### src/rtl/ctrl_seq.sv
// Multi-cycle control sequencer: fetch handshake, decode, EX/MDU timing,
// load/store handshake and writeback strobes, with handshake timeouts.
module ctrl_seq #(
   parameter bit EN_M    = 1'b1,
   parameter int MDU_LAT = 4,
   parameter int TIMEOUT = 255
) (
   input  logic        clk,
   input  logic        rst,
   output logic        ifu_req_valid,
   input  logic        ifu_req_ready,
   input  logic        ifu_rsp_valid,
   input  logic [31:0] ifu_rsp_inst,
   output logic        lsu_req_valid,
   input  logic        lsu_req_ready,
   output logic        lsu_req_wen,
   output logic [2:0]  lsu_req_size,
   input  logic        lsu_rsp_valid,
   output logic [31:0] inst_o,
   output logic [4:0]  alu_op_o,
   output logic [1:0]  srca_sel_o,
   output logic [1:0]  srcb_sel_o,
   output logic [2:0]  imm_type_o,
   input  logic        br_taken_i,
   output logic [1:0]  pc_sel_o,
   output logic        rd_wen_o,
   output logic        pc_wen_o,
   output logic        halt_o,
   output logic [1:0]  err_o
);
   localparam int CW = (MDU_LAT > 1) ? $clog2(MDU_LAT) : 1;
   localparam int TW = (TIMEOUT > 1) ? $clog2(TIMEOUT + 1) : 1;

   localparam logic [2:0] S_IDLE = 3'd0, S_IF = 3'd1, S_IW = 3'd2, S_EX = 3'd3,
                          S_MR = 3'd4, S_MW = 3'd5, S_WB = 3'd6, S_HALT = 3'd7;

   logic [2:0]    state;
   logic [31:0]   inst_q;
   logic [4:0]    alu_q;
   logic [1:0]    sa_q, sb_q, psel_q, err_q;
   logic [2:0]    imm_q, size_q;
   logic          rdw_q, mem_q, wen_q, brk_q, br_q;
   logic [CW-1:0] ex_cnt;
   logic [TW-1:0] ifu_cnt, lsu_cnt;

   logic [6:0] opc, f7;
   logic [2:0] f3;
   logic [4:0] d_alu;
   logic [1:0] d_sa, d_sb, d_psel;
   logic [2:0] d_imm;
   logic       d_legal, d_rdw, d_mem, d_wen, d_m, d_brk, d_br;
   logic       ifu_tmo, lsu_tmo;

   assign opc = ifu_rsp_inst[6:0];
   assign f3  = ifu_rsp_inst[14:12];
   assign f7  = ifu_rsp_inst[31:25];

   always_comb begin
      d_legal = 1'b0; d_alu = 5'd0; d_sa = 2'd0; d_sb = 2'd0; d_imm = 3'd0;
      d_psel = 2'd0;  d_rdw = 1'b0; d_mem = 1'b0; d_wen = 1'b0; d_m = 1'b0;
      d_brk = 1'b0;   d_br = 1'b0;
      case (opc)
         7'b0110111: begin d_legal = 1'b1; d_sa = 2'd2; d_sb = 2'd1; d_imm = 3'd3; d_rdw = 1'b1; end
         7'b0010111: begin d_legal = 1'b1; d_sa = 2'd1; d_sb = 2'd1; d_imm = 3'd3; d_rdw = 1'b1; end
         7'b1101111: begin
            d_legal = 1'b1; d_sa = 2'd1; d_sb = 2'd2; d_imm = 3'd4; d_psel = 2'd1; d_rdw = 1'b1;
         end
         7'b1100111: begin
            d_legal = (f3 == 3'd0); d_sa = 2'd1; d_sb = 2'd2; d_psel = 2'd2; d_rdw = 1'b1;
         end
         7'b1100011: begin
            d_legal = (f3 != 3'd2) && (f3 != 3'd3); d_alu = 5'b01000; d_imm = 3'd2; d_br = 1'b1;
         end
         7'b0000011: begin
            d_legal = f3 inside {3'd0, 3'd1, 3'd2, 3'd4, 3'd5}; d_sb = 2'd1; d_rdw = 1'b1; d_mem = 1'b1;
         end
         7'b0100011: begin
            d_legal = (f3 <= 3'd2); d_sb = 2'd1; d_imm = 3'd1; d_mem = 1'b1; d_wen = 1'b1;
         end
         7'b0010011: begin
            d_sb = 2'd1; d_rdw = 1'b1; d_alu = {2'b00, f3};
            if (f3 == 3'd1) begin
               d_legal = (f7 == 7'd0); d_imm = 3'd5;
            end else if (f3 == 3'd5) begin
               d_legal = (f7 == 7'd0) || (f7 == 7'b0100000); d_imm = 3'd5; d_alu = {1'b0, f7[5], f3};
            end else begin
               d_legal = 1'b1;
            end
         end
         7'b0110011: begin
            d_rdw = 1'b1;
            if (f7 == 7'd0) begin
               d_legal = 1'b1; d_alu = {2'b00, f3};
            end else if (f7 == 7'b0100000) begin
               d_legal = (f3 == 3'd0) || (f3 == 3'd5); d_alu = {2'b01, f3};
            end else if (f7 == 7'b0000001 && EN_M) begin
               d_legal = 1'b1; d_m = 1'b1; d_alu = {2'b10, f3};
            end
         end
         7'b0001111: d_legal = (f3 == 3'd0);  // fence: executes as a no-op
         7'b1110011: begin d_legal = (ifu_rsp_inst == 32'h0010_0073); d_brk = 1'b1; end
         default: ;
      endcase
   end

   assign ifu_tmo = (TIMEOUT != 0) && (ifu_cnt == TW'(TIMEOUT - 1));
   assign lsu_tmo = (TIMEOUT != 0) && (lsu_cnt == TW'(TIMEOUT - 1));

   always_ff @(posedge clk or posedge rst) begin
      if (rst) begin
         state <= S_IDLE; inst_q <= '0; alu_q <= '0; sa_q <= '0; sb_q <= '0; psel_q <= '0;
         err_q <= '0; imm_q <= '0; size_q <= '0; rdw_q <= 1'b0; mem_q <= 1'b0; wen_q <= 1'b0;
         brk_q <= 1'b0; br_q <= 1'b0; ex_cnt <= '0; ifu_cnt <= '0; lsu_cnt <= '0;
      end else begin
         case (state)
            S_IDLE: begin state <= S_IF; ifu_cnt <= '0; end
            S_IF: begin
               ifu_cnt <= ifu_cnt + 1'b1;
               if (ifu_req_ready) state <= S_IW;
               else if (ifu_tmo) begin state <= S_HALT; err_q <= 2'd2; end
            end
            S_IW: begin
               ifu_cnt <= ifu_cnt + 1'b1;
               if (ifu_rsp_valid) begin
                  inst_q <= ifu_rsp_inst; alu_q <= d_alu; sa_q <= d_sa; sb_q <= d_sb;
                  imm_q <= d_imm; psel_q <= d_psel; size_q <= f3; mem_q <= d_mem;
                  wen_q <= d_wen; brk_q <= d_brk; br_q <= d_br;
                  rdw_q <= d_rdw && (ifu_rsp_inst[11:7] != 5'd0);
                  ex_cnt <= d_m ? CW'(MDU_LAT - 1) : '0;
                  if (d_legal) state <= S_EX;
                  else begin state <= S_HALT; err_q <= 2'd1; end
               end else if (ifu_tmo) begin
                  state <= S_HALT; err_q <= 2'd2;
               end
            end
            S_EX: begin
               if (ex_cnt != '0) ex_cnt <= ex_cnt - 1'b1;
               else begin
                  // branch target choice is only known once the compare settles
                  if (br_q) psel_q <= br_taken_i ? 2'd1 : 2'd0;
                  if (mem_q) begin state <= S_MR; lsu_cnt <= '0; end
                  else if (brk_q) state <= S_HALT;
                  else state <= S_WB;
               end
            end
            S_MR: begin
               lsu_cnt <= lsu_cnt + 1'b1;
               if (lsu_req_ready) state <= S_MW;
               else if (lsu_tmo) begin state <= S_HALT; err_q <= 2'd3; end
            end
            S_MW: begin
               lsu_cnt <= lsu_cnt + 1'b1;
               if (lsu_rsp_valid) state <= S_WB;
               else if (lsu_tmo) begin state <= S_HALT; err_q <= 2'd3; end
            end
            S_WB: begin state <= S_IF; ifu_cnt <= '0; end
            default: ;
         endcase
      end
   end

   assign ifu_req_valid = (state == S_IF);
   assign lsu_req_valid = (state == S_MR);
   assign lsu_req_wen   = wen_q;
   assign lsu_req_size  = size_q;
   assign inst_o        = inst_q;
   assign alu_op_o      = alu_q;
   assign srca_sel_o    = sa_q;
   assign srcb_sel_o    = sb_q;
   assign imm_type_o    = imm_q;
   assign pc_sel_o      = psel_q;
   assign rd_wen_o      = (state == S_WB) && rdw_q;
   assign pc_wen_o      = (state == S_WB);
   assign halt_o        = (state == S_HALT);
   assign err_o         = err_q;
endmodule

### config.mk
export PLATFORM = sky130hd
export DESIGN_NAME = ctrl_seq
export DESIGN_NICKNAME = d
export VERILOG_FILES = /design/src/rtl/ctrl_seq.sv
export SDC_FILE = /design/constraint.sdc
export NUM_CORES = 1
export LEC_CHECK = 0
export CORE_MARGIN = 3
export CORE_UTILIZATION = 48
export CTS_CLUSTER_DIAMETER = 200
export DETAILED_ROUTE_END_ITERATION = 6
export PLACE_DENSITY_LB_ADDON = 0.15
export SETUP_SLACK_MARGIN = 0.05
export SKIP_LAST_GASP = 1
export SLEW_MARGIN = 20
export SYNTH_ARGS = -nofsm -noshare
export SYNTH_HDL_FRONTEND = slang
export SYNTH_SLANG_ARGS = --single-unit
### constraint.sdc
create_clock -name clk -period 2.8 [get_ports clk]
set_input_delay 0.42 -clock clk [delete_from_list [all_inputs] [get_ports clk]]
set_output_delay 0.42 -clock clk [all_outputs]
set_load 0.03 [all_outputs]
==> out/metrics.csv, run 1 <==
stage,metric,value,unit
drt,vias,3401,
pwr,Total Power,4010,µW
drt,post-DR wirelength/cell,15.5,µm
global_routing,vias in the first global route,3368,
final_layout,layout cells sized above 1,7.68,%
synth,"Seq/Total Area, Yosys",49.6,%
worst_setup_path,Setup CP Type,register to output pin,
timing,Final Worst Setup Slack,269,ps
die,Die Height,94.2,µm
timing,Final Setup Violations,0,
timing,endpoints failing hold,0,
die,Die Width,94.2,µm
synth,Compound-Gate Fraction of Synth Area,14.8,%
global_routing,met1 usage,32.2,%
clock_tree,PostCTS Resize Cnt,0,
global_routing,overall routing resource usage,23.7,%
synth,Syn Inst Count,431,
synth,cell area after synthesis,0.00373,mm²
global_routing,GRT Max-Usage Layer,met2,
clock_tree,CTS tree,yes,
status,status,finished clean,
drt,Routed Antenna Nets,0,
synth,main area contributors after synthesis,"dfrtp_1 50%, nand2_1 13%, o21ai_0 4.7%",
synth,Commonest cells post-synth,"132 x nand2_1, 74 x dfrtp_1, 35 x o21ai_0",
final_layout,n_diodes,0,
clock_tree,CTS Hold Bufs,0,
clock_tree,CTS Sinks,74,
synth,"Avg Cell Area, Syn",8.66,µm²
synth,most common cell in the netlist,nand2_1,
synth,top cell type's share of synthesized area,49.6,%
worst_setup_path,Critical Path Start Type,register,
clock_tree,cts bufs inserted,9,
synth,YS warnings,0,
final_layout,fin nets,574,
synth,post-synthesis simple-gate area fraction,27.1,%
drt,vias per inst,5.37,
worst_setup_path,Required @ worst endpoint,2380,ps
synth,post-synthesis net count,475,
final_layout,Final Core Density,68.5,%
timing,RSZ-0062 raised after global routing,no,
clock_tree,clock root cell,clkbuf_8,
die,Core ar.,0.00741,mm²
synth,Synth cell types,52,
timing,max frequency,0.395,GHz
timing,Final period util,90.4,%
global_routing,initial antenna violation count,0,
clock_tree,worst skew pair latency,340,ps
global_routing,GR Util met3,5.61,%
final_layout,Synth-to-Final Area Change,35.9,%
worst_setup_path,CP arrival,2110,ps
synth,number of synthesized flops with an enable pin,0,
place,Port-buffer cells,95,
place,DP Worst Slack,-16.0,ps
timing,Rel. slew slack,56.4,%
worst_setup_path,CP max FO,15,
timing,Clock Skews,8.87,ps
pwr,P per Cell Area,789,mW/mm²
place,GPL Wtd Cong,0.888,
drt,DR iter-0 viols,218,
clock_tree,# H-tree levels,3,
synth,Most used DFF post-synth,dfrtp_1,
clock_tree,Worst-path clk slew,80,ps
die,Die Area,0.00887,mm²
drt,DRC Markers,0,
synth,post-synthesis mux area share,0.570,%
drt,Detailed Routing Iterations Pass 1,4,
die,Initial Utilization,50.4,%
global_routing,total gr overflow,0,
synth,"FF+latch count, synth",74,
timing,Worst-Margin Slew,648,ps
worst_setup_path,Worst R2R Setup Slack,420,ps
clock_tree,CTS max path bufs,2,
timing,crit path time final,2530,ps
drt,Routed WL,9820,µm
global_routing,largest net degree at the start of global routing,75,
synth,Async SR Flop Fraction,100,%
pwr,Max VDD drop,0.684,mV
hold_path,Hold/Removal Path Class,input pin to async pin,
die,# rows,31,
synth,Synth Area in Adders,1.68,%
die,number of I/O pins,96,
synth,Synth area leader,dfrtp_1,
pwr,static leakage,0.00232,µW
run,Max-Cap Viols,0,
timing,max-slew violations,0,
synth,Synth Area in XOR/XNOR,2.11,%
global_routing,global-route wire length before repair,16500,µm
synth,largest family of logic cells by synthesized area,simple AND/OR/NAND/NOR gates,
worst_setup_path,CP endpoint kind,output pin,
global_routing,met2 usage,37.5,%
place,dpl hpwl,7220,µm
clock_tree,setup bufs post-CTS,0,
through the flow:
step | hold slack (ps) | cells | setup TNS [ps] | cell area [µm²]
floorplan | 442 | 431 | 0 | 3730
global placement | 453 | 618 | 0 | 4850
detailed placement | 461 | 618 | -16.0 | 4850
CTS | 478 | 633 | 0 | 5070
global route | 496 | 633 | 0 | 5070
finish | 457 | 633 | 0 | 5070
path summary, 6_finish.rpt:
check | start | endpoint | cells past startpoint
setup reg to reg | state[2]$_DFFE_PP0P_ | err_o[0]$_DFFE_PP0P_ | 6
hold reg to reg | inst_o[28]$_DFFE_PP0P_ | inst_o[28]$_DFFE_PP0P_ | 2
setup / recovery | state[2]$_DFFE_PP0P_ | lsu_req_valid | 3
max in group asynchronous | rst | state[0]$_DFFE_PP0P_ | 3
hold / removal | rst | lsu_cnt[3]$_DFFE_PP0P_ | 3
min in group clk | inst_o[28]$_DFFE_PP0P_ | inst_o[28]$_DFFE_PP0P_ | 2
per-layer routing:
metal / vias up / wire [µm]
met5: - / 0
met4: 0 / 135
met3: 11 / 560
met2: 88 / 4630
met1: 1618 / 4490
li1: 1684 / -
cell families after synthesis:
group,Yosys count
compound gates,88
xor+xnor,9
fa+ha+maj,5
buf+inv,35
flops,74
mux,2
simple gates,218
where the power goes:
group / switching [µW] / leakage, µW / internal (µW) / total (µW)
Sequential: 192 / 0.000956 / 1360 / 1550
Clock: 400 / 0.000116 / 548 / 948
Combinational: 871 / 0.00125 / 639 / 1510
Total: 1460 / 0.00232 / 2540 / 4010
sequential cells by signal, summed over array words and instances (netlist names):
name         cells
inst_o          32
ifu_cnt          8
lsu_cnt          8
alu_op_o         5
imm_type_o       3
state            3
err_o            2
ex_cnt           2
pc_sel_o         2
srca_sel_o       2
srcb_sel_o       2
br_q             1
brk_q            1
lsu_req_wen      1
mem_q            1
rdw_q            1
layout make-up:
| class | instances | area, µm² |
|---|---|---|
| Multi-Input combinational cell | 322 | 1740 |
| Clock buffer | 11 | 151 |
| Fill cell | 603 | 2330 |
| Sequential cell | 74 | 1850 |
| Tap cell | 99 | 124 |
| Timing Repair Buffer | 110 | 1090 |
| Inverter | 13 | 48.8 |
| Clock inverter | 4 | 73.8 |
layout by cell type (no fill, tap or decap), types with 6 or more instances in the layout:
cell and instances:
clkdlybuf4s50_1 95, o21ai_0 35, clkbuf_8 11, nand3_1 11
inv_1 12, or3_1 9, buf_4 13, nor2b_1 6
nor2_1 22, dfrtp_1 73, xor2_1 8, nand2_1 131
a21oi_1 16, nand4_1 7
critical path: stages, from the launching register on:
cell,delay (ps)
dfrtp_1,610
nand2b_1,330
nor2_1,160
clkdlybuf4s50_1,680
Note: power is estimated with default switching activity, not from simulation.
==> run 2, diff against run 1 <==
==> constraint.sdc (replaced) <==
create_clock -name clk -period 2.7 [get_ports clk]
set_input_delay 0.405 -clock clk [delete_from_list [all_inputs] [get_ports clk]]
set_output_delay 0.405 -clock clk [all_outputs]
set_load 0.03 [all_outputs]
==> out/metrics.csv, run 2 (synthesis results as in run 1) <==
stage,metric,value,unit,change
timing,Final period util,94.2,%,
global_routing,overall routing resource usage,24.4,%,+0.68 points
timing,RSZ-0062 raised after global routing,no,,
worst_setup_path,CP endpoint kind,register,,
final_layout,layout cells sized above 1,9.21,%,+1.5 points
clock_tree,CTS max path bufs,2,,unchanged
drt,DR iter-0 viols,167,,-23%
final_layout,max FFs per register,32,,unchanged
drt,post-DR wirelength/cell,15.6,µm,+0.42%
die,Initial Utilization,50.4,%,unchanged
timing,Final Worst Setup Slack,158,ps,-112 ps
hold_path,Hold/Removal Path Class,input pin to async pin,,
global_routing,vias in the first global route,3622,,+7.5%
drt,Routed Antenna Nets,0,,unchanged
clock_tree,Worst-path clk slew,80,ps,about the same
worst_setup_path,critical path depth in cells,8,,+5
worst_setup_path,Critical Path Start Type,input pin,,
global_routing,global-route wire length before repair,17000,µm,+3.0%
timing,crit path time final,2540,ps,
worst_setup_path,Max stage delay on crit path,550,ps,-130 ps
timing,max frequency,0.393,GHz,
pwr,cell internal pwr,2520,µW,-1.0%
drt,Detailed Routing Iterations Pass 1,4,,unchanged
pwr,NetSw,1510,µW,+3.0%
timing,Fin Setup TNS,0,ps,unchanged
pwr,P per Cell Area,789,mW/mm²,about the same
place,DP Area,0.00490,mm²,+1.1%
die,# rows,31,,unchanged
clock_tree,cts bufs inserted,9,,unchanged
clock_tree,worst skew pair latency,350,ps,about the same
pwr,static leakage,0.00234,µW,+0.60%
pwr,Net Sw Frac,37.4,%,+0.92 points
die,Core ar.,0.00741,mm²,unchanged
clock_tree,CTS Hold Bufs,0,,unchanged
final_layout,most frequent cells in the layout,"131 x nand2_1, 95 x clkdlybuf4s50_1, 73 x dfrtp_1",,
worst_setup_path,Reg2Reg Depth,6,,unchanged
place,GPL Wtd Cong,0.894,,+0.66%
pwr,Clock power frac,21.1,%,-2.6 points
timing,Worst-Margin Slew,646,ps,-2.41 ps
final_layout,Synth-to-Final Area Change,36.5,%,
place,dpl hpwl,7510,µm,+4.1%
run,Max-Cap Viols,0,,unchanged
global_routing,initial antenna violation count,0,,unchanged
worst_setup_path,cells along the critical path,clkdlybuf4s50_1 > or4_4 > or4_4 > nor4_4 > nor4_2 > buf_4 > a211oi_1 > a211o_1,,
drt,vias per inst,5.47,,+1.8%
worst_setup_path,CP max FO,3,,-12
pwr,Total Power,4020,µW,+0.44%
timing,endpoints failing hold,0,,unchanged
place,Port-buffer cells,95,,unchanged
clock_tree,# H-tree levels,3,,unchanged
die,Die Width,94.2,µm,unchanged
worst_setup_path,Worst path slowest cell,or4_4,,
die,Die Height,94.2,µm,unchanged
die,number of I/O pins,96,,unchanged
final_layout,"commonest non-fill, non-tap cell in the layout",nand2_1,,
pwr,Max VDD drop,0.515,mV,-25%
drt,DRC Markers,0,,unchanged
final_layout,n_diodes,0,,unchanged
timing,max-slew violations,0,,unchanged
pwr,Comb pwr share,39.0,%,+1.3 points
clock_tree,clock root cell,clkbuf_8,,
clock_tree,CTS Sinks,74,,unchanged
global_routing,total gr overflow,0,,unchanged
worst_setup_path,WP buf/inv,2,,+1
die,Die Area,0.00887,mm²,unchanged
final_layout,post-route cell area,0.00510,mm²,+0.44%
drt,Routed WL,10000,µm,+1.8%
clock_tree,CTS tree,yes,,
timing,Final Setup Violations,0,,unchanged
final_layout,fin nets,583,,+1.6%
timing,Clock Skews,7.38,ps,-1.49 ps
worst_setup_path,CP arrival,2830,ps,+720 ps
status,status,finished clean,,
timing,Rel. slew slack,56.6,%,+0.16 points
global_routing,largest net degree at the start of global routing,66,,-12%
drt,vias,3513,,+3.3%
worst_setup_path,Setup CP Type,input pin to register,,
worst_setup_path,most frequent CP cell,or4_4,,
place,DP Worst Slack,-171,ps,-155 ps
worst_setup_path,Required @ worst endpoint,2990,ps,+610 ps
worst_setup_path,cell family with most CP delay,simple AND/OR/NAND/NOR gates,,
pwr,part of the power in registers,39.9,%,+1.2 points
## run 2: metrics by stage
stage | utilization (%) | hold slack (ps) | std cells
after floorplan | - | 442 | 431
after global placement | 66.2 | 452 | 627
after detailed placement | 66.2 | 462 | 627
after CTS | 68.8 | 280 | 642
after global routing | 68.8 | 306 | 642
final | 68.8 | 293 | 642
## run 2: worst paths after layout
| check | startpoint | endpoint | slack [ps] |
|---|---|---|---|
| setup / recovery | ifu_rsp_inst[9] | err_o[0]$_DFFE_PP0P_ | 160 |
| hold / removal | rst | pc_sel_o[0]$_DFFE_PP0P_ | 290 |
| setup reg to reg | state[1]$_DFFE_PP0P_ | lsu_cnt[5]$_DFFE_PP0P_ | 380 |
| hold reg to reg | inst_o[31]$_DFFE_PP0P_ | inst_o[31]$_DFFE_PP0P_ | 480 |
| max in group asynchronous | rst | state[2]$_DFFE_PP0P_ | 1780 |
| min in group clk | inst_o[31]$_DFFE_PP0P_ | inst_o[31]$_DFFE_PP0P_ | 480 |
## run 2: metal layers
layer,track usage (%),vias up,share of wire [%]
met4,10.3,0,1.5
met2,39.4,111,49
li1,-,1695,-
met3,5.21,13,5.6
met1,31.7,1694,44
met5,0,-,0
## run 2: area by class of cell
cell class,instances,area [µm²]
sequential,74,1850
clock inverter,5,55.1
clock buffer,10,138
tap,99,124
multi-input combinational,322,1740
timing repair buffer,119,1140
fill,596,2310
inverter,13,48.8
## run 2: timing repair
action | CTS | global route
endpoints found under the setup margin | 0 | 1
hold endpoints to repair | 0 | 0
buffers inserted | 0 | 0
gates resized for setup | 0 | 1
## run 2: power groups by stage
| stage | clock (µW) | sequential (µW) | combinational, µW |
|---|---|---|---|
| after global placement | 0 | 1610 | 1560 |
| after floorplan | 0 | 2090 | 402 |
| after detailed placement | 0 | 1620 | 1580 |
| after global routing | 923 | 1650 | 1690 |
| after CTS | 880 | 1610 | 1590 |
| final | 848 | 1600 | 1570 |
## run 2: worst reg2reg max path, stage by stage, from the launching register on
cell     delay, ps
dfrtp_1        580
nor2b_1        400
nand2_1        180
o21ai_0        330
nand4_1        260
or3_1          370
a21oi_1        140
